[src/rtl/selfcomp_pkg.sv]
// Shared definitions for the self-composition leak monitor.
//   state_e        : monitor FSM states (2-bit encoding)
//   DEFAULT_DATA_W : default result width of one SE copy
package selfcomp_pkg;

  typedef enum logic [1:0] {
    ST_IDLE    = 2'd0,
    ST_ARMED   = 2'd1,
    ST_PARTIAL = 2'd2,
    ST_DONE    = 2'd3
  } state_e;

  localparam int DEFAULT_DATA_W = 128;

endpackage

[src/rtl/selfcomp_capture_lane.sv]
// One capture lane per observed SE copy. It remembers whether this copy has
// already produced its first valid output in the current transaction and
// keeps that first result. Later or held valids are ignored.
//
// Ports:
//   clock, reset : rising-edge clock, synchronous active-high reset
//   clear        : start of a new transaction, drops seen bit and result
//   sample_en    : monitor is waiting for outputs (ARMED or PARTIAL)
//   in_valid     : this copy's output valid
//   in_result    : this copy's output result
//   ref_result   : copy 0's first result, as known in this cycle
//   seen         : registered seen bit
//   seen_next    : seen bit including a capture happening this cycle
//   result       : registered first result
//   mismatch     : this copy's first result (including one being captured
//                  now) differs from ref_result; only meaningful once
//                  the copy is seen
module selfcomp_capture_lane
  import selfcomp_pkg::*;
#(
  parameter int DATA_W = DEFAULT_DATA_W
) (
  input  logic              clock,
  input  logic              reset,
  input  logic              clear,
  input  logic              sample_en,
  input  logic              in_valid,
  input  logic [DATA_W-1:0] in_result,
  input  logic [DATA_W-1:0] ref_result,
  output logic              seen,
  output logic              seen_next,
  output logic [DATA_W-1:0] result,
  output logic              mismatch
);

  logic              seen_q, seen_d;
  logic [DATA_W-1:0] result_q, result_d;
  logic              capture;
  logic [DATA_W-1:0] cur_result;

  always_comb begin
    capture    = sample_en & in_valid & ~seen_q;
    seen_next  = seen_q | capture;
    cur_result = capture ? in_result : result_q;
    seen_d     = clear ? 1'b0 : seen_next;
    result_d   = clear ? '0 : cur_result;
    // Comparing the effective value lets a lane captured earlier be checked
    // in the same cycle copy 0 finally arrives.
    mismatch   = seen_next & (cur_result != ref_result);
  end

  always_ff @(posedge clock) begin
    if (reset) begin
      seen_q   <= 1'b0;
      result_q <= '0;
    end else begin
      seen_q   <= seen_d;
      result_q <= result_d;
    end
  end

  assign seen   = seen_q;
  assign result = result_q;

endmodule

[src/rtl/selfcomp_leak_monitor.sv]
// Self-composition monitor for NUM_COPIES lockstep SE copies fed identical
// stimulus. From input acceptance it waits for every copy's first valid
// output and flags timing divergence (skew beyond MAX_SKEW, or a timeout
// with only some copies finished) and result divergence (a first result
// differing from copy 0's). Purely observing; drives nothing into the SEs.
//
// Handshake: a transaction is accepted on a rising edge where io_in_valid
// and io_in_ready are both high; the monitor only watches this pair. Only
// the first valid of each copy per transaction is sampled.
//
// Ports:
//   clock, reset    : rising-edge clock, synchronous active-high reset
//   io_in_valid/ready : shared SE input handshake
//   io_out_valid    : per-copy output valid (bit i = copy i)
//   io_out_result   : per-copy result, copy i at [i*DATA_W +: DATA_W]
//   anyValid/allValid : OR/AND of io_out_valid (combinational)
//   timingLeak, resultLeak, timeout : sticky per-transaction flags
//   timingLeakDone  : high while in DONE
//   io_out_cntr     : latency of the first-finishing copy
//   skew            : cycles spent between first and last copy valid
//   dbg_state       : current FSM state
module selfcomp_leak_monitor
  import selfcomp_pkg::*;
#(
  parameter int NUM_COPIES = 2,
  parameter int DATA_W     = DEFAULT_DATA_W,
  parameter int CNTR_W     = 8,
  parameter int MAX_SKEW   = 0,
  parameter int MAX_WAIT   = 200
) (
  input  logic                         clock,
  input  logic                         reset,
  input  logic                         io_in_valid,
  input  logic                         io_in_ready,
  input  logic [NUM_COPIES-1:0]        io_out_valid,
  input  logic [NUM_COPIES*DATA_W-1:0] io_out_result,
  output logic                         anyValid,
  output logic                         allValid,
  output logic                         timingLeak,
  output logic                         resultLeak,
  output logic                         timeout,
  output logic                         timingLeakDone,
  output logic [CNTR_W-1:0]            io_out_cntr,
  output logic [CNTR_W-1:0]            skew,
  output logic [1:0]                   dbg_state
);

  state_e              state_q, state_d;
  logic [CNTR_W-1:0]   lat_q, lat_d;
  logic [CNTR_W-1:0]   skew_q, skew_d;
  logic [CNTR_W-1:0]   cntr_q, cntr_d;
  logic                tleak_q, tleak_d;
  logic                rleak_q, rleak_d;
  logic                tout_q, tout_d;

  logic                accept;
  logic                sample_en;
  logic                clear;
  logic                cap0;
  logic [DATA_W-1:0]   ref_result;
  logic [NUM_COPIES-1:0] seen_vec, seen_next_vec, mismatch_vec;
  logic [DATA_W-1:0]   lane_result [NUM_COPIES];
  logic [CNTR_W-1:0]   skew_inc;

  assign accept    = io_in_valid & io_in_ready;
  assign sample_en = (state_q == ST_ARMED) || (state_q == ST_PARTIAL);
  assign clear     = accept & ((state_q == ST_IDLE) || (state_q == ST_DONE));

  // Reference is copy 0's first result: straight from the input in the
  // cycle copy 0 is captured, from its lane register afterwards.
  assign cap0       = sample_en & io_out_valid[0] & ~seen_vec[0];
  assign ref_result = cap0 ? io_out_result[DATA_W-1:0] : lane_result[0];

  for (genvar i = 0; i < NUM_COPIES; i++) begin : g_lane
    selfcomp_capture_lane #(.DATA_W(DATA_W)) u_lane (
      .clock      (clock),
      .reset      (reset),
      .clear      (clear),
      .sample_en  (sample_en),
      .in_valid   (io_out_valid[i]),
      .in_result  (io_out_result[i*DATA_W +: DATA_W]),
      .ref_result (ref_result),
      .seen       (seen_vec[i]),
      .seen_next  (seen_next_vec[i]),
      .result     (lane_result[i]),
      .mismatch   (mismatch_vec[i])
    );
  end

  assign skew_inc = (skew_q == {CNTR_W{1'b1}}) ? skew_q : skew_q + 1'b1;

  always_comb begin
    state_d = state_q;
    lat_d   = lat_q;
    skew_d  = skew_q;
    cntr_d  = cntr_q;
    tleak_d = tleak_q;
    rleak_d = rleak_q;
    tout_d  = tout_q;
    case (state_q)
      ST_IDLE, ST_DONE: begin
        if (accept) begin
          state_d = ST_ARMED;
          lat_d   = '0;
          skew_d  = '0;
          cntr_d  = '0;
          tleak_d = 1'b0;
          rleak_d = 1'b0;
          tout_d  = 1'b0;
        end
      end
      ST_ARMED, ST_PARTIAL: begin
        lat_d = lat_q + 1'b1;
        if ((seen_vec == '0) && (|seen_next_vec)) cntr_d = lat_q;
        // Lanes compared before copy 0 arrives are against a cleared
        // register, so only trust mismatches once copy 0 is seen.
        if (seen_next_vec[0] && (|mismatch_vec)) rleak_d = 1'b1;
        if (state_q == ST_PARTIAL) begin
          skew_d = skew_inc;
          if (skew_inc > CNTR_W'(MAX_SKEW)) tleak_d = 1'b1;
        end
        // Completion wins over a timeout landing in the same cycle.
        if (&seen_next_vec) begin
          state_d = ST_DONE;
        end else if (lat_q == CNTR_W'(MAX_WAIT)) begin
          state_d = ST_DONE;
          tout_d  = 1'b1;
          if (|seen_next_vec) tleak_d = 1'b1;
        end else if (|seen_next_vec) begin
          state_d = ST_PARTIAL;
        end
      end
      default: state_d = ST_IDLE;
    endcase
  end

  always_ff @(posedge clock) begin
    if (reset) begin
      state_q <= ST_IDLE;
      lat_q   <= '0;
      skew_q  <= '0;
      cntr_q  <= '0;
      tleak_q <= 1'b0;
      rleak_q <= 1'b0;
      tout_q  <= 1'b0;
    end else begin
      state_q <= state_d;
      lat_q   <= lat_d;
      skew_q  <= skew_d;
      cntr_q  <= cntr_d;
      tleak_q <= tleak_d;
      rleak_q <= rleak_d;
      tout_q  <= tout_d;
    end
  end

  assign anyValid       = |io_out_valid;
  assign allValid       = &io_out_valid;
  assign timingLeak     = tleak_q;
  assign resultLeak     = rleak_q;
  assign timeout        = tout_q;
  assign timingLeakDone = (state_q == ST_DONE);
  assign io_out_cntr    = cntr_q;
  assign skew           = skew_q;
  assign dbg_state      = state_q;

endmodule
[config.mk]
export PLATFORM = sky130hd
export DESIGN_NAME = selfcomp_leak_monitor
export DESIGN_NICKNAME = d
export VERILOG_FILES = /design/src/rtl/selfcomp_pkg.sv /design/src/rtl/selfcomp_capture_lane.sv /design/src/rtl/selfcomp_leak_monitor.sv
export SDC_FILE = /design/constraint.sdc
export NUM_CORES = 1
export LEC_CHECK = 0
export CORE_UTILIZATION = 43
export DETAILED_ROUTE_END_ITERATION = 16
export PLACE_DENSITY = 0.71
export SYNTH_ARGS = -nofsm -noshare
export SYNTH_HDL_FRONTEND = slang
export SYNTH_SLANG_ARGS = --single-unit
[constraint.sdc]
create_clock -name clock -period 2.3 [get_ports clock]
set_input_delay 0.575 -clock clock [delete_from_list [all_inputs] [get_ports clock]]
set_output_delay 0.575 -clock clock [all_outputs]
set_load 0.01 [all_outputs]
==> impl_metrics.toml, run 1 <==
[clocking]
num_cts_buffers = 31
clock_latency_late_sink_ns = 0.55
cts-root-to-sink-buffers = 3
h-tree-depth = 1
clock_transition_at_the_registers_of_the_reported_paths_ns = 0.06
cts_tree = "yes"
clkSinkCount = 287
cts.hold.buffers_added = 0
root_buffer = "sky130_fd_sc_hd__clkbuf_16"

[drt]
detail_route.vias_per_cell = 4.99
route.final.wire_length_um = 34300
detail_route.first_pass.iterations = 6
drt-wirelength-per-cell_um = 16.9
detail-route-antenna-nets = 0
routed-via-count = 10100
drcViolationCount = 0
drt_first_iter_violations = 768

[power_and_ir_drop]
sw_frac_of_total = 0.338
switching_power_mw = 7.75
power.ir.vdd_worst_uv = 668
power.leakage_nw = 6.98
clk_network_pwr_share = 0.215
combPwrFrac = 0.512
seq_power_share = 0.273
power.internal_mw = 15.1
cellPowerDensity_nw_per_um2 = 1230

[logic_synthesis]
postSynthAreaPerCell_um2 = 9.97
asyncSetResetFlopFracSynth = 0
ys.warnings.count = 0
yosys_register_bits = 287
synth.yosys.seq_area_share = 0.484
post_syn_nets = 1460
synth_ff_type = "sky130_fd_sc_hd__dfxtp_1"
synth_cell_types = 40
synthesis.instances = 1192
synth_enable_flop_cells = 0
synth.cell_area_um2 = 11900

[sta]
timing_worst_slew_pin_value_ns = 0.435
finalWorstSetupSlack_ns = -0.477
timing.final.setup_violations = 1
worst_clock_skew_ns = 0.00798
clock.fmax_mhz = 360
endpoints_failing_hold = 0
rsz_0062_raised_after_global_routing = "yes"
slew_violations = 0
max_slew_margin = 0.710
final.min_clock_period_ns = 2.78
final_min_period_over_clock_period = 1.21

[min_path]
worst_hold_path_type = "reg -> reg"
min_delay_worst_endpoint = "timeout$_SDFFE_PP0P_"
hold_path_depth = 2
hold_start = "timeout$_SDFFE_PP0P_"

[critical_path]
crit-reg2reg-launch = "dbg_state[0]$_SDFFE_PP0P_"
worstPathArrival_ns = 3.22
critical_path.startpoint_type = "register"
critical_path.top_delay_family = "simple AND/OR/NAND/NOR gates"
worstPathCellList = "inv_2 -> ha_4 -> nor3b_4 -> buf_6 -> buf_12 -> buf_12 -> mux2i_2 -> xnor2_1 -> nand4_1 -> nor4_2 -> nand4_1 -> nor2_1 -> o21ai_1"
rr_worst_depth = 13
critical-path-slowest-cell = "sky130_fd_sc_hd__dfxtp_2"
worstSetupPathType = "reg -> reg"
crit_path_max_incr_delay_ns = 0.33
end_kind = "register"
critical_path.reg2reg.endpoint = "resultLeak$_SDFFE_PP0P_"
timing.critical_path.fanout_max = 8
worst_ep_required_time_ns = 2.74
cp_num_buf_inv = 4
r2r_slack_ns = -0.48

[finish]
final-seq-area_um2 = 5750
fill_cells = 1949
total_area_of_multi_input_combinational_cells_um2 = 6520
post_layout_nonfiller_instances = 2033
layout_commonest_cell = "sky130_fd_sc_hd__dfxtp_1"
design.final.nets = 1929
area_growth_pct = 57.1
layout.cells.most_common_list = "285 x sky130_fd_sc_hd__dfxtp_1, 283 x sky130_fd_sc_hd__nor2_1, 282 x sky130_fd_sc_hd__clkdlybuf4s50_1"
post_route_cells_drive_above_1_share = 0.228

[floorplan]
rows = 60
floorplan.core_area_um2 = 27000
floorplan.die.height_um = 168
num_io_pins = 286
die_width_um = 168
initial_utilization = 0.440
design.die.area_um2 = 28300

[grt]
global_route.overflow_total = 0
global_route.usage.total = 0.239
global_route_wire_length_before_repair_um = 53400
via_count_of_the_first_global_routing_pass = 10300
largest_net_degree_at_the_start_of_global_routing = 96
initial_antenna_violation_count = 14

[placement]
hpwlAfterDp_um = 24600
place.gp.congestion = 0.902
port_buffers = 285
pre_cts_slack_ns = -1.23
placed_cells = 1941

[status]
run_status = "finished with violations"
violated_checks = "negative setup slack"

[flow_run]
maxCapViolations = 0
[per-layer routing]
| metal | global-route usage | vias to the layer above | wire (um) |
|---|---|---|---|
| met2 | 0.394 | 319 | 16000 |
| met4 | 0.0779 | 12 | 1030 |
| met5 | 0 | - | 69 |
| li1 | - | 4992 | - |
| met3 | 0.0522 | 80 | 2170 |
| met1 | 0.310 | 4740 | 15100 |
[flip-flops by register name, summed over array words and instances, names as in the netlist]
register / count
resultLeak: 1
g_lane.u_lane.seen: 2
g_lane.u_lane.result: 256
timingLeak: 1
timeout: 1
dbg_state: 2
skew: 8
lat_q: 8
io_out_cntr: 8
[synth_stat cells, drive strengths merged (2+ instances only)]
cell type / count / area (um^2)
nand4: 36 / 225
buf: 30 / 218
nor3b: 2 / 25.0
a31oi: 5 / 31.3
dfxtp: 287 / 5750
ha: 6 / 75.1
nor2b: 2 / 12.5
and2: 2 / 12.5
nand3: 16 / 80.1
mux2i: 257 / 2570
o31ai: 2 / 15.0
a22oi: 2 / 15.0
clkbuf: 36 / 135
nor2: 284 / 1070
nor4: 11 / 68.8
and3: 4 / 25.0
a21oi: 21 / 105
nand2: 18 / 67.6
o21a: 2 / 15.0
nor3: 10 / 50.1
xnor2: 129 / 1130
a211oi: 2 / 15.0
inv: 6 / 22.5
o21ai: 7 / 35.0
or2: 2 / 12.5
[logic make-up after synthesis]
logic type | count (synthesis) | share of synthesized area
buffers and inverters | 72 | 0.0316
DFF | 287 | 0.484
muxes | 258 | 0.217
and+or+nand+nor | 392 | 0.142
xor gates and xnor gates | 130 | 0.0958
adders and majority gates | 6 | 0.00632
AOI/OAI and AO/OA | 47 | 0.0236
[through the flow]
| step | area, um^2 | utilization | hold WS [ns] | setup TNS [ns] | total power, mW |
|---|---|---|---|---|---|
| after global routing | 18600 | 0.690 | 0.484 | -0.659 | 24.1 |
| after global placement | 16700 | 0.617 | 0.448 | -10.80 | 16.2 |
| after CTS | 18500 | 0.684 | 0.463 | -0.463 | 22.7 |
| final | 18700 | 0.690 | 0.461 | -0.477 | 22.9 |
| after detailed placement | 16700 | 0.617 | 0.449 | -10.70 | 16.3 |
| after floorplan | 12100 | - | 0.454 | -0.107 | 12.5 |
[worst min-delay path: stages, from the launching register on]
cell and delay [ns]:
sky130_fd_sc_hd__dfxtp_1 0.32, sky130_fd_sc_hd__nand2_1 0.05, sky130_fd_sc_hd__o21ai_0 0.06
[worst max path at each step]
stage | start | cells after the start | end
CTS | dbg_state[0]$_SDFFE_PP0P_ | 15 | resultLeak$_SDFFE_PP0P_
finish | dbg_state[0]$_SDFFE_PP0P_ | 13 | resultLeak$_SDFFE_PP0P_
global placement | io_out_valid[0] | 13 | resultLeak$_SDFFE_PP0P_
global route | dbg_state[0]$_SDFFE_PP0P_ | 13 | resultLeak$_SDFFE_PP0P_
detailed placement | io_out_valid[0] | 13 | resultLeak$_SDFFE_PP0P_
floorplan | dbg_state[0]$_SDFFE_PP0P_ | 12 | resultLeak$_SDFFE_PP0P_
[area by class of cell]
class                      count  share of cell area
multi-input combinational    833               0.349
sequential                   287               0.308
timing repair buffer         502               0.263
clock buffer                  43              0.0472
tap                          341              0.0229
clock inverter                12             0.00664
inverter                       6             0.00121
antenna                        9             0.00121
[what timing repair did]
| action | CTS | global route |
|---|---|---|
| cloned | 3 | 0 |
| setup endpoints to repair | 4 | 1 |
| gates resized for setup | 97 | 25 |
| setup buffers | 25 | 2 |
| pin swaps | 26 | 13 |
[power groups by stage]
stage / Combinational [mW] / Sequential [mW] / Clock, mW
floorplan: 6.32 / 6.21 / 0
global placement: 9.93 / 6.23 / 0
detailed placement: 10.1 / 6.26 / 0
CTS: 11.5 / 6.22 / 5.01
global route: 12.6 / 6.33 / 5.22
finish: 11.7 / 6.24 / 4.92
Note: power is estimated with default switching activity, not from simulation.
==> run 2: changes to the inputs <==
--- a/config.mk
+++ b/config.mk
@@ -7,7 +7,8 @@
 export LEC_CHECK = 0
 export CORE_UTILIZATION = 43
 export DETAILED_ROUTE_END_ITERATION = 16
-export PLACE_DENSITY = 0.71
+export PLACE_DENSITY = 0.66
 export SYNTH_ARGS = -nofsm -noshare
 export SYNTH_HDL_FRONTEND = slang
+export SYNTH_HIERARCHICAL = 1
 export SYNTH_SLANG_ARGS = --single-unit
==> constraint.sdc (replaced) <==
create_clock -name clock -period 2.3 [get_ports clock]
set_input_delay 0.575 -clock clock [delete_from_list [all_inputs] [get_ports clock]]
set_output_delay 0.575 -clock clock [all_outputs]
set_load 0.005 [all_outputs]
==> run 2 against run 1 <==
  * Design area grew 53%
  * Cell count is 83% higher
  * Clock-buffer cell count up 7
  * Via count up 110%
  * Highest routed layer is now met4
  * Worst setup slack worse by 1.0 ns
  * First-iteration DRC count grew to 3.0 times the previous value
  * The flow still finishes with violations (negative setup slack)
  * Hold slack got worse by 0.0018 ns
==> impl_metrics.toml, run 2 <==
[status]
run_status = "finished with violations"
violated_checks = "negative setup slack"

[grt]
grt_util_met1 = 0.567
global_route_wire_length_before_repair_um = 129000
largest_net_degree_at_the_start_of_global_routing = 60
grtUsageMet3 = 0.0773
global_route.overflow_total = 0
via_count_of_the_first_global_routing_pass = 20200
global_route.usage.total = 0.402
grt_busiest_layer = "met2"
initial_antenna_violation_count = 0
grt_use_met2 = 0.594

[sta]
clock.fmax_mhz = 262
final_min_period_over_clock_period = 1.66
timing_worst_slew_pin_value_ns = 0.753
final.min_clock_period_ns = 3.82
slew_violations = 0
finalWorstSetupSlack_ns = -1.52
endpoints_failing_hold = 0
timing.final.setup_violations = 25
worst_clock_skew_ns = 0.0280
rsz_0062_raised_after_global_routing = "yes"
max_slew_margin = 0.498

[logic_synthesis]
yosys_register_bits = 287
synth_xor_xnor_area_share = 0.106
synth_cell_types = 79
synthesis.instances = 2298
synth_compound_area_frac = 0.187
asyncSetResetFlopFracSynth = 0
synth_top_cell_by_area = "sky130_fd_sc_hd__dfxtp_1"
postSynthAreaPerCell_um2 = 7.90
largest_cells_by_area_after_synthesis = "sky130_fd_sc_hd__dfxtp_1 32%, sky130_fd_sc_hd__nand2_1 8.7%, sky130_fd_sc_hd__mux2_2 8.1%"
synth_ff_type = "sky130_fd_sc_hd__dfxtp_1"
synth-simple-area-share = 0.193
synth_largest_type_area_fraction = 0.316
synth_enable_flop_cells = 0
synth.yosys.seq_area_share = 0.316
synth.cell_area_um2 = 18200
synth_most_common_cell = "sky130_fd_sc_hd__nand2_1"
combinational_family_with_the_most_area_after_synthesis = "simple AND/OR/NAND/NOR gates"
synthTopCellsByCount = "423 x sky130_fd_sc_hd__nand2_1, 287 x sky130_fd_sc_hd__dfxtp_1, 230 x sky130_fd_sc_hd__a21oi_1"
post_syn_nets = 2566
post_synth_fa_ha_maj_area_fraction = 0.00413
synth.mux.area_fraction = 0.123
ys.warnings.count = 6

[critical_path]
worstPathArrival_ns = 4.27
crit_path_max_incr_delay_ns = 0.39
cp_num_buf_inv = 9
worstSetupPathType = "reg -> reg"
critical_path.reg2reg.endpoint = "resultLeak$_SDFFE_PP0P_"
rr_worst_depth = 20
timing.critical_path.fanout_max = 8
worstPathCellList = "inv_2 -> ha_4 -> nor3b_4 -> buf_6 -> buf_12 -> buf_12 -> buf_16 -> buf_4 -> buf_4 -> mux2_2 -> inv_1 -> a2bb2oi_1 -> nand4_1 -> o21ai_1 -> buf_4 -> nand4_1 -> nor4_4 -> a31oi_4 -> o211ai_1 -> a21oi_1"
timing.critical_path.mode_cell = "sky130_fd_sc_hd__buf_4"
worst_ep_required_time_ns = 2.74
r2r_slack_ns = -1.52
critical_path.startpoint_type = "register"
critical-path-slowest-cell = "sky130_fd_sc_hd__nor4_4"
crit-reg2reg-launch = "dbg_state[0]$_SDFFE_PP0P_"
end_kind = "register"
critical_path.top_delay_family = "buffers and inverters"

[finish]
layout_commonest_cell = "sky130_fd_sc_hd__buf_4"
total_area_of_multi_input_combinational_cells_um2 = 12000
area_growth_pct = 56.7
fill_cells = 3425
layout.cells.most_common_list = "597 x sky130_fd_sc_hd__buf_4, 423 x sky130_fd_sc_hd__nand2_1, 285 x sky130_fd_sc_hd__dfxtp_1"
post_route_cells_drive_above_1_share = 0.301
largest_register_ff_count = 256
postLayoutCellArea_um2 = 28500
design.final.nets = 3420
final-seq-area_um2 = 5750
fin_util = 0.691

[power_and_ir_drop]
cellPowerDensity_nw_per_um2 = 1330
power.ir.vdd_worst_uv = 655
power.leakage_nw = 11.6
design_power_total_mw = 37.8

[drt]
route.final.wire_length_um = 91300
drcViolationCount = 0
detail_route.first_pass.iterations = 6
detail-route-antenna-nets = 0
drt_first_iter_violations = 2275
drt-wirelength-per-cell_um = 24.6
routed-via-count = 21600
detail_route.vias_per_cell = 5.81

[clocking]
cts-root-to-sink-buffers = 3
cts.hold.buffers_added = 0
num_cts_buffers = 37
clock_latency_late_sink_ns = 0.59
h-tree-depth = 2
root_buffer = "sky130_fd_sc_hd__clkbuf_16"
cts_tree = "yes"
clkSinkCount = 287
clock_transition_at_the_registers_of_the_reported_paths_ns = 0.06

[min_path]
min_delay_worst_endpoint = "g_lane[1].u_lane/result[89]$_SDFF_PP0_"
hold_path_depth = 2
worst_hold_path_type = "reg -> reg"
hold_start = "g_lane[1].u_lane/result[89]$_SDFF_PP0_"

[placement]
detailed_place.area_um2 = 25900
hpwlAfterDp_um = 71200
place.gp.congestion = 1.05
port_buffers = 285

[floorplan]
design.die.area_um2 = 43100
initial_utilization = 0.441
rows = 74
num_io_pins = 286
die_width_um = 208
floorplan.core_area_um2 = 41200
floorplan.die.height_um = 208

[flow_run]
maxCapViolations = 0
-- run 2: cells by family after synthesis --
logic type / after synthesis
multiplexers: 207
buffers and inverters: 304
adder cells (fa/ha/maj): 6
AND/OR/NAND/NOR: 771
AO/OA/AOI/OAI: 503
XOR/XNOR: 220
flip-flops: 287
-- run 2: stage by stage --
stage	setup slack, ns	instances	hold slack, ns	setup TNS, ns
2_1_floorplan	-0.829	2298	0.436	-0.829
3_3_place_gp	-2.29	3593	0.444	-11.82
3_5_place_dp	-2.32	3593	0.448	-12.45
4_1_cts	-1.52	3673	0.455	-1.98
5_1_grt	-1.62	3710	0.479	-5.04
6_report	-1.52	3712	0.459	-2.46
-- run 2: area by class of cell --
cell class	instances	area share
Antenna cell	2	0.000176
Tap cell	532	0.0234
Clock buffer	50	0.0370
Timing Repair Buffer	925	0.286
Clock inverter	15	0.00584
Inverter	193	0.0256
Sequential cell	287	0.202
Multi-Input combinational cell	1708	0.420
-- run 2: routing by layer --
metal	share of wire	wire, um	vias up
met1	0.42	38700	10400
met3	0.11	9970	204
li1	-	-	9742
met5	0	0	-
met2	0.42	38500	1213
met4	0.046	4190	0
-- run 2: worst reg2reg max path: cells and delay by family (launching register included) --
kind	cells	cell delay, ns
adder cells (fa/ha/maj)	1	0.29
flip-flops	1	0.33
AND/OR/NAND/NOR	4	0.73
multiplexers	1	0.38
AO/OA/AOI/OAI	5	0.88
buffers and inverters	9	1.10
-- run 2: where the power goes --
part / internal [mW] / total (mW) / leakage [nW] / switching, mW
clock: 3.46 / 5.97 / 0.582 / 2.51
sequential: 5.85 / 6.43 / 2.33 / 0.584
combinational: 11.6 / 25.4 / 8.74 / 13.8
total: 20.9 / 37.8 / 11.6 / 16.9
-- run 2: worst max-delay path by stage --
stage	startpoint	cells after the start	end	slack, ns
floorplan	dbg_state[0]$_SDFFE_PP0P_	15	resultLeak$_SDFFE_PP0P_	-0.83
global placement	io_out_valid[0]	15	resultLeak$_SDFFE_PP0P_	-2.29
detailed placement	io_out_valid[0]	15	resultLeak$_SDFFE_PP0P_	-2.32
CTS	dbg_state[0]$_SDFFE_PP0P_	17	resultLeak$_SDFFE_PP0P_	-1.52
global route	dbg_state[0]$_SDFFE_PP0P_	18	resultLeak$_SDFFE_PP0P_	-1.62
finish	dbg_state[0]$_SDFFE_PP0P_	20	resultLeak$_SDFFE_PP0P_	-1.52
-- run 2: repair_timing --
item / CTS / global route
pin swaps: 17 / 39
gates resized for setup: 43 / 132
buffers inserted: 12 / 33
endpoints found under the hold margin: 0 / 0
endpoints found under the setup margin: 51 / 63
gates cloned: 3 / 4
==> run 3: changes to the inputs <==
--- a/config.mk
+++ b/config.mk
@@ -7,8 +7,8 @@
 export LEC_CHECK = 0
 export CORE_UTILIZATION = 43
 export DETAILED_ROUTE_END_ITERATION = 16
-export PLACE_DENSITY = 0.66
+export PLACE_DENSITY = 0.71
+export RECOVER_POWER = 25
 export SYNTH_ARGS = -nofsm -noshare
 export SYNTH_HDL_FRONTEND = slang
-export SYNTH_HIERARCHICAL = 1
 export SYNTH_SLANG_ARGS = --single-unit
==> run 3 against run 2 <==
  * Core utilization is 0.61 points higher
  * Largest power group unchanged
  * The flow still finishes with violations (negative setup slack)
  * Clock power is 18% lower
  * Clock skew is 0.015 ns lower
  * Maximum frequency is 32% higher
  * Flip-flop and latch count stayed put
  * Total power is 39% lower
==> impl_metrics.toml, run 3 (synthesis results as in run 1) <==
[status]
run_status = "finished with violations"
violated_checks = "negative setup slack"

[min_path]
worst_hold_path_type = "reg -> reg"
hold_path_depth = 2
min_delay_worst_endpoint = "io_out_cntr[0]$_SDFFE_PP0P_"
hold_start = "io_out_cntr[0]$_SDFFE_PP0P_"

[clocking]
clock_latency_late_sink_ns = 0.55
clock_transition_at_the_registers_of_the_reported_paths_ns = 0.06
clkSinkCount = 287
cts-root-to-sink-buffers = 3
cts_tree = "yes"
root_buffer = "sky130_fd_sc_hd__clkbuf_16"
num_cts_buffers = 30
h-tree-depth = 1

[sta]
slew_violations = 0
endpoints_failing_hold = 0
clock.fmax_mhz = 344
final.min_clock_period_ns = 2.91
timing_worst_slew_pin_value_ns = 0.773
rsz_0062_raised_after_global_routing = "yes"
finalWorstSetupSlack_ns = -0.606
final_min_period_over_clock_period = 1.26
timing.final.setup_violations = 100
worst_clock_skew_ns = 0.0132
max_slew_margin = 0.485
setup_tns_ns = -10.47

[critical_path]
worstSetupPathType = "reg -> reg"
critical_path.reg2reg.endpoint = "resultLeak$_SDFFE_PP0P_"
rr_worst_depth = 13
worstPathArrival_ns = 3.34
crit-reg2reg-launch = "dbg_state[0]$_SDFFE_PP0P_"
r2r_slack_ns = -0.61
end_kind = "register"
timing.critical_path.fanout_max = 8
worst_ep_required_time_ns = 2.73
critical_path.startpoint_type = "register"

[grt]
via_count_of_the_first_global_routing_pass = 9920
global_route_wire_length_before_repair_um = 51900
global_route.usage.total = 0.233
initial_antenna_violation_count = 7
global_route.overflow_total = 0
largest_net_degree_at_the_start_of_global_routing = 38

[floorplan]
floorplan.core_area_um2 = 27000
initial_utilization = 0.440
floorplan.die.height_um = 168
die_width_um = 168
design.die.area_um2 = 28300
rows = 60
num_io_pins = 286

[power_and_ir_drop]
sw_frac_of_total = 0.336
power.leakage_nw = 7.12
clk_network_pwr_share = 0.211
seq_power_share = 0.268
power.internal_mw = 15.4
power.ir.vdd_worst_uv = 688
combPwrFrac = 0.521
switching_power_mw = 7.82
cellPowerDensity_nw_per_um2 = 1230

[drt]
detail-route-antenna-nets = 0
routed-via-count = 10100
route.final.wire_length_um = 35700
detail_route.first_pass.iterations = 5
drt_first_iter_violations = 690
detail_route.vias_per_cell = 4.93
drt-wirelength-per-cell_um = 17.5
drcViolationCount = 0

[flow_run]
maxCapViolations = 0

[placement]
place.gp.congestion = 0.892
placed_cells = 1944
hpwlAfterDp_um = 25000
port_buffers = 285
pre_cts_slack_ns = -1.20

[finish]
design.final.nets = 1951
post_layout_nonfiller_instances = 2043
layout_commonest_cell = "sky130_fd_sc_hd__dfxtp_1"
area_growth_pct = 58.6
post_route_cells_drive_above_1_share = 0.226
layout.cells.most_common_list = "285 x sky130_fd_sc_hd__dfxtp_1, 284 x sky130_fd_sc_hd__nor2_1, 283 x sky130_fd_sc_hd__clkdlybuf4s50_1"
fill_cells = 1976
largest_register_ff_count = 256
run 3: cell types whose count changed in the layout (fill, tap and decap cells not counted), moves of 28 or more:
cell                      change
sky130_fd_sc_hd__nor2b_1     -36
sky130_fd_sc_hd__mux2i_2     +34
sky130_fd_sc_hd__xnor2_1     +34
sky130_fd_sc_hd__mux2_4      -45
sky130_fd_sc_hd__inv_1      -185
sky130_fd_sc_hd__nor2_1     +171
sky130_fd_sc_hd__xor2_1     -118
sky130_fd_sc_hd__mux2i_1    +118
sky130_fd_sc_hd__mux2i_4     +28
sky130_fd_sc_hd__a21oi_1    -208
sky130_fd_sc_hd__nand2_1    -405
sky130_fd_sc_hd__mux2_2      -84
sky130_fd_sc_hd__o22ai_1     -29
sky130_fd_sc_hd__buf_4      -400
run 3: power by group through the flow:
stage	Clock, mW	Combinational [mW]	Sequential [mW]
after detailed placement	0	10.1	6.26
after CTS	4.96	10.5	6.17
after global routing	5.18	12.9	6.31
final	4.90	12.1	6.23
after floorplan	0	6.31	6.20
after global placement	0	9.99	6.23
run 3: routing by layer:
| metal | routed length (um) | track usage | up-vias |
|---|---|---|---|
| met2 | 17400 | 0.405 | 304 |
| met5 | 57 | 0 | - |
| met1 | 15000 | 0.284 | 4715 |
| li1 | - | - | 4998 |
| met3 | 2670 | 0.0682 | 51 |
| met4 | 572 | 0.0455 | 8 |
run 3: worst max path at each step:
| stage | start | to | slack, ns | depth (start not counted) |
|---|---|---|---|---|
| after floorplan | dbg_state[0]$_SDFFE_PP0P_ | resultLeak$_SDFFE_PP0P_ | -0.14 | 12 |
| after global placement | io_out_valid[0] | resultLeak$_SDFFE_PP0P_ | -1.24 | 11 |
| after detailed placement | io_out_valid[1] | resultLeak$_SDFFE_PP0P_ | -1.20 | 12 |
| after CTS | dbg_state[0]$_SDFFE_PP0P_ | resultLeak$_SDFFE_PP0P_ | -0.66 | 13 |
| after global routing | dbg_state[0]$_SDFFE_PP0P_ | resultLeak$_SDFFE_PP0P_ | -0.76 | 14 |
| final | dbg_state[0]$_SDFFE_PP0P_ | resultLeak$_SDFFE_PP0P_ | -0.61 | 13 |
run 3: critical path: stages (launching register included):
cell                      delay, ns
sky130_fd_sc_hd__dfxtp_2       0.33
sky130_fd_sc_hd__inv_2         0.04
sky130_fd_sc_hd__ha_4          0.23
sky130_fd_sc_hd__nor3b_4       0.19
sky130_fd_sc_hd__buf_6         0.15
sky130_fd_sc_hd__buf_12        0.17
sky130_fd_sc_hd__buf_12        0.16
sky130_fd_sc_hd__mux2i_4       0.25
sky130_fd_sc_hd__xnor2_1       0.14
sky130_fd_sc_hd__nand4_1       0.27
sky130_fd_sc_hd__nor4_4        0.39
sky130_fd_sc_hd__nand4_1       0.20
sky130_fd_sc_hd__nor2_1        0.16
sky130_fd_sc_hd__o21ai_1       0.07
run 3: area by class of cell:
type	count	area [um^2]	share of cell area
Antenna cell	3	7.51	0.000398
Clock buffer	43	881	0.0468
Clock inverter	5	100	0.00531
Inverter	6	22.5	0.00120
Multi-Input combinational cell	833	6440	0.342
Sequential cell	287	5750	0.305
Tap cell	341	427	0.0226
Timing Repair Buffer	525	5210	0.277
run 3: metrics by stage:
| step | instance area [um^2] | hold WS, ns | power (mW) | utilization |
|---|---|---|---|---|
| floorplan | 12100 | 0.449 | 12.5 | - |
| global placement | 16700 | 0.440 | 16.2 | 0.619 |
| detailed placement | 16700 | 0.457 | 16.4 | 0.619 |
| CTS | 17800 | 0.467 | 21.6 | 0.659 |
| global route | 18800 | 0.489 | 24.4 | 0.697 |
| finish | 18800 | 0.465 | 23.2 | 0.697 |
run 3: what timing repair did:
item | CTS | global route
hold buffers | 0 | 0
gates resized for setup | 17 | 92
pin swaps | 4 | 26
gates cloned | 1 | 9
endpoints found under the setup margin | 3 | 2
hold endpoints to repair | 0 | 0
setup buffers | 0 | 38
==> RTL edit 1: new RTL, settings of run 2 <==
Set the parameter `CNTR_W` to 10 (it was 8).
--- a/src/rtl/selfcomp_leak_monitor.sv
+++ b/src/rtl/selfcomp_leak_monitor.sv
@@ -24,7 +24,7 @@
 #(
   parameter int NUM_COPIES = 2,
   parameter int DATA_W     = DEFAULT_DATA_W,
-  parameter int CNTR_W     = 8,
+  parameter int CNTR_W     = 10,
   parameter int MAX_SKEW   = 0,
   parameter int MAX_WAIT   = 200
 ) (
Ports: changed (resized io_out_cntr and skew); port bits go from 286 to 290. No check against the original RTL was run, so the function may have changed too.
==> RTL edit 1 against run 2 <==
  * The flow still finishes with violations (setup timing)
  * Cell area decreased by 0.87%
  * Wire length decreased by 0.98%
  * Area after synthesis increased by 1.9%
  * Setup slack got worse by 0.10 ns
  * Sequential cell count increased by 6
  * Total power decreased by 2.6%
  * Count of clock-buffer cells in the layout increased by 2
  * Combinational power decreased by 4%
  * Critical endpoint unchanged
  * Largest cell class unchanged
==> RTL edit 1: results (changes against run 2) <==
| Metric | Value |
|---|---|
| Status | finished with violations |
| Violated checks | setup timing |
| Hold Startpoint | g_lane[1].u_lane/result[109] |
| Initial DRC Count | 2,609 (+15%) |
| Post-CTS sizing | 57 (+33%) |
| Critical Path AT | 4.35 ns (+0.08 ns) |
| First-pass GRT wire length | 130,000 µm (+1.1%) |
| RePlAce Congestion | 1.001 (-4.6%) |
| Psw | 0.01633 W (-3.1%) |
| Metal3 WL | 9321 µm (-6.5%) |
| Crit-path slowest cell | mux2_2 |
| Initial antenna violation count | 2 (+2) |
| Worst Setup Slack, final | -1.627 ns (-0.1041 ns) |
| Synth area leaders | dfxtp_1, nand2_1, mux2_2 |
| Syn Nets | 2,613 (+1.8%) |
| WHS Endpoint | g_lane[1].u_lane/result[109] |
| Skew-Pair Late Insertion Delay | 0.57 ns (-0.02 ns) |
| Largest net degree at the start of global routing | 48 (-20%) |
| Post-synthesis sequential area ratio | 0.3168 (+0.0005454) |
| Clock group | 0.00579 W (-3%) |
| Max incr delay on CP | 0.47 ns (+0.08 ns) |
| Commonest cells in the netlist | nand2_1, dfxtp_1, a21oi_1 |
| Synth cell types | 75 (-5.1%) |
| R2r worst-path depth | 16 (-20%) |
| Post-CTS Setup Inserts | 9 (-3) |
| Final cell count without fillers | 3,745 (+0.89%) |
| Post-Route M1 WL | 39,240 µm (+1.5%) |
| Worst vdd rail ir drop | 0.0008063 V (+23%) |
| Share of cells above drive strength 1 | 0.2798 (-0.02072) |
| WL met2 | 38,250 µm (-0.54%) |
| Via-per-instance ratio | 5.777 (-0.63%) |
| Switching share of power | 0.4437 (-0.002239) |
| Initial DRT Pass Iterations | 7 (+1) |
| Setup Viol. Count Final | 1 (-96%) |
| Detailed Route WL | 90,390 µm (-0.98%) |
| Final clock skew | 0.01614 ns (-0.01185 ns) |
| Ant. Diodes | 0 (-2) |
| Post-DP HPWL | 72,520 µm (+1.8%) |
RTL edit 1: changes by cell type after synthesis, sizes merged, moves of 3 or more:
cell / run 2 / this run
nand2: 423 / 429
inv: 193 / 197
a211oi: 8 / 11
buf: 46 / 50
nand3: 29 / 34
dfxtp: 287 / 293
RTL edit 1: kinds of logic (layout without fill, tap and decap cells):
kind of cell / Yosys count / count (layout) / share of synthesized area
xor gates and xnor gates: 221 / 221 / 0.1046
buffers and inverters: 314 / 1175 / 0.06995
AOI/OAI and AO/OA: 514 / 514 / 0.1880
muxes: 208 / 208 / 0.1217
and+or+nand+nor: 789 / 789 / 0.1949
DFF: 293 / 293 / 0.3168
adders and majority gates: 6 / 6 / 0.004055
RTL edit 1: per-stage QoR:
stage          worst slack [ns]  hold slack, ns  setup TNS, ns
3_5_place_dp             -2.483          0.4510         -22.90
3_3_place_gp             -2.570          0.4431         -22.43
6_report                 -1.627          0.4608         -1.627
4_1_cts                  -1.533          0.4591         -1.533
5_1_grt                  -1.657          0.4790         -1.657
2_1_floorplan           -0.8490          0.4363        -0.8490
RTL edit 1: per-layer routing:
metal | global-route usage | up-vias
met5 | 0 | -
met4 | 0.1460 | 2
met3 | 0.06778 | 188
met2 | 0.6041 | 1156
met1 | 0.5749 | 10410
li1 | - | 9875
RTL edit 1: tightest hold or removal path, delay by kind of cell, from the launching register on:
| family | cells | cell delay (ns) |
|---|---|---|
| DFF | 1 | 0.31 |
| and+or+nand+nor | 1 | 0.05 |
| AOI/OAI and AO/OA | 1 | 0.05 |
RTL edit 1: area by class of cell:
cell class              instances  area (µm²)
multi-input cells            1738       11740
inverters                     197       739.5
repair buffers                913        8038
well taps                     539       674.4
fillers                      3590       14000
clock buffers                  52        1064
flip-flops and latches        293        5869
clock inverters                13       103.9
==> RTL edit 2: new RTL, flow settings as in run 2 <==
Without the edit above. `result_q` no longer has a reset.
--- a/src/rtl/selfcomp_capture_lane.sv
+++ b/src/rtl/selfcomp_capture_lane.sv
@@ -52,11 +52,13 @@
   always_ff @(posedge clock) begin
     if (reset) begin
       seen_q   <= 1'b0;
-      result_q <= '0;
     end else begin
       seen_q   <= seen_d;
-      result_q <= result_d;
     end
+  end
+
+  always_ff @(posedge clock) begin
+    result_q <= result_d;
   end
 
   assign seen   = seen_q;
Formal check against the unedited RTL: same outputs for any inputs over 4 cycles, from zero or initial values and one cycle with reset high; that may be too few to reach the edited logic, so the function may still have changed.
==> RTL edit 2 against run 2 <==
  * The flow still finishes with violations (setup timing)
  * Clock power decreased by 6.0%
  * Wire length up 0.27%
  * Worst hold slack worse by 0.0023 ns
  * Total power up 34%
  * Setup slack got worse by 0.066 ns
  * Non-clock buffer count increased by 26
  * Area after synthesis is 0.65% higher
  * Die area is 0.64% higher
  * Maximum frequency down 1.7%
  * Cell area rose by 0.54%
  * Sequential cell count unchanged
  * Cell count rose by 0.65%
  * Count of clock-buffer cells in the layout increased by 3
  * Largest cell class unchanged
==> RTL edit 2: results (changes against run 2) <==
| Metric | Value |
|---|---|
| Total track usage | 0.4127 (+0.01110) |
| Skew-Pair Late Insertion Delay | 0.56 ns (-0.03 ns) |
| Inst Count DP | 3,641 (+1.3%) |
| Area delta synth->final | 56.57% |
| Crit-path slowest cell | o41a_1 |
| Initial DRC Count | 2,595 (+14%) |
| Synth Instances | 2,296 (-0.087%) |
| Post-DP HPWL | 72,020 µm (+1.1%) |
| Filler cells | 3,568 (+4.2%) |
| Top delay family on crit path | compound AO/OA/AOI/OAI gates |
| CTS buffer count | 36 (-2.7%) |
| Worst-Margin Slew | 0.7376 ns (-0.01534 ns) |
| Post-synthesis sequential area ratio | 0.3143 (-0.002035) |
| LEAKAGE | 12.14 nW (+4.2%) |
| Syn Nets | 2,564 (-0.078%) |
| RePlAce Congestion | 1.068 (+1.7%) |
| Final cell count without fillers | 3,736 (+0.65%) |
| Vias in the first global route | 20.70k (+2.7%) |
| Share of cells above drive strength 1 | 0.3026 (+0.002062) |
| Largest net degree at the start of global routing | 46 (-23%) |
| Synth area leaders | dfxtp_1, nand2_1, mux2_2 |
| CP Max Fanout | 6 (-2) |
| Initial antenna violation count | 2 (+2) |
| Max incr delay on CP | 0.46 ns (+0.07 ns) |
| NumNets Final | 3,443 (+0.67%) |
| Status | finished with violations |
| Setup Viol. Count Final | 33 (+32%) |
| WL per Instance | 24.50 µm (-0.38%) |
| Hold Startpoint | g_lane[1].u_lane/result[107] |
| Worst Setup Slack, final | -1.589 ns (-0.06611 ns) |
| Violated checks | setup timing |
| Hold WS | 0.4569 ns (-0.002323 ns) |
==> RTL edit 2: cell types whose count changed after synthesis, moves of 6 or more <==
cell	delta
buf_2	+12
clkbuf_1	-8
buf_1	-6
buf_12	+6
==> RTL edit 2: per-stage QoR <==
step / TNS (ns) / instance area [µm²] / setup WS (ns)
6_report: -3.256 / 28630 / -1.589
3_3_place_gp: -33.13 / 26200 / -2.612
5_1_grt: -6.248 / 28620 / -1.655
4_1_cts: -1.915 / 28490 / -1.478
3_5_place_dp: -36.53 / 26200 / -2.639
2_1_floorplan: -0.8361 / 18360 / -0.8361
==> RTL edit 2: tightest hold or removal path: stages (launching register included) <==
cell	delay [ns]
dfxtp_1	0.30
nand2_1	0.05
a21oi_1	0.05
==> RTL edit 2: repair_timing <==
action                                 CTS  global route
cloned                                   3             0
endpoints found under the hold margin    0             0
resized for setup                      179            27
setup endpoints to repair              105            78
buffers inserted                        32             2
pin swaps                               59            10
==> RTL edit 2: kinds of logic (layout without fill, tap and decap cells) <==
| kind of cell | Yosys count | in the layout | synth area share |
|---|---|---|---|
| compound gates | 503 | 503 | 0.1859 |
| other cells | 0 | 1 | 0 |
| simple gates | 769 | 770 | 0.1935 |
| mux | 207 | 207 | 0.1226 |
| fa+ha+maj | 6 | 6 | 0.004106 |
| xor+xnor | 220 | 220 | 0.1054 |
| buf+inv | 304 | 1203 | 0.07419 |
| flops | 287 | 287 | 0.3143 |
==> RTL edit 2: power by group <==
part / internal, W / switching [W]
Sequential: 0.00727 / 0.00147
Combinational: 0.0169 / 0.0193
Clock: 0.00326 / 0.00234
Total: 0.0274 / 0.0231
==> RTL edit 2: metal layers <==
metal  part of all wire  wire length [µm]  track usage  vias up
met5           0.000087                 8            0        -
met4              0.037              3405       0.1481        2
met3               0.11             10190      0.08453      156
met2               0.41             37220       0.5934     1189
met1               0.44             40690       0.6030    10430
li1                   -                 -            -     9792
==> RTL edit 2: final timing paths <==
check                            endpoint  depth (start not counted)
max reg2reg                    resultLeak                         17
min          g_lane[1].u_lane/result[107]                          2
min reg2reg  g_lane[1].u_lane/result[107]                          2
max                            resultLeak                         17
==> RTL edit 2: cell type report <==
cell class	count	area, µm²	share of cell area
Antenna cell	1	2.502	0.00008742
Inverter	193	739.5	0.02583
Tap cell	539	674.4	0.02356
Clock inverter	6	80.08	0.002797
Multi-Input combinational cell	1706	12010	0.4194
Clock buffer	53	1016	0.03549
Timing Repair Buffer	951	8359	0.2920
Sequential cell	287	5748	0.2008
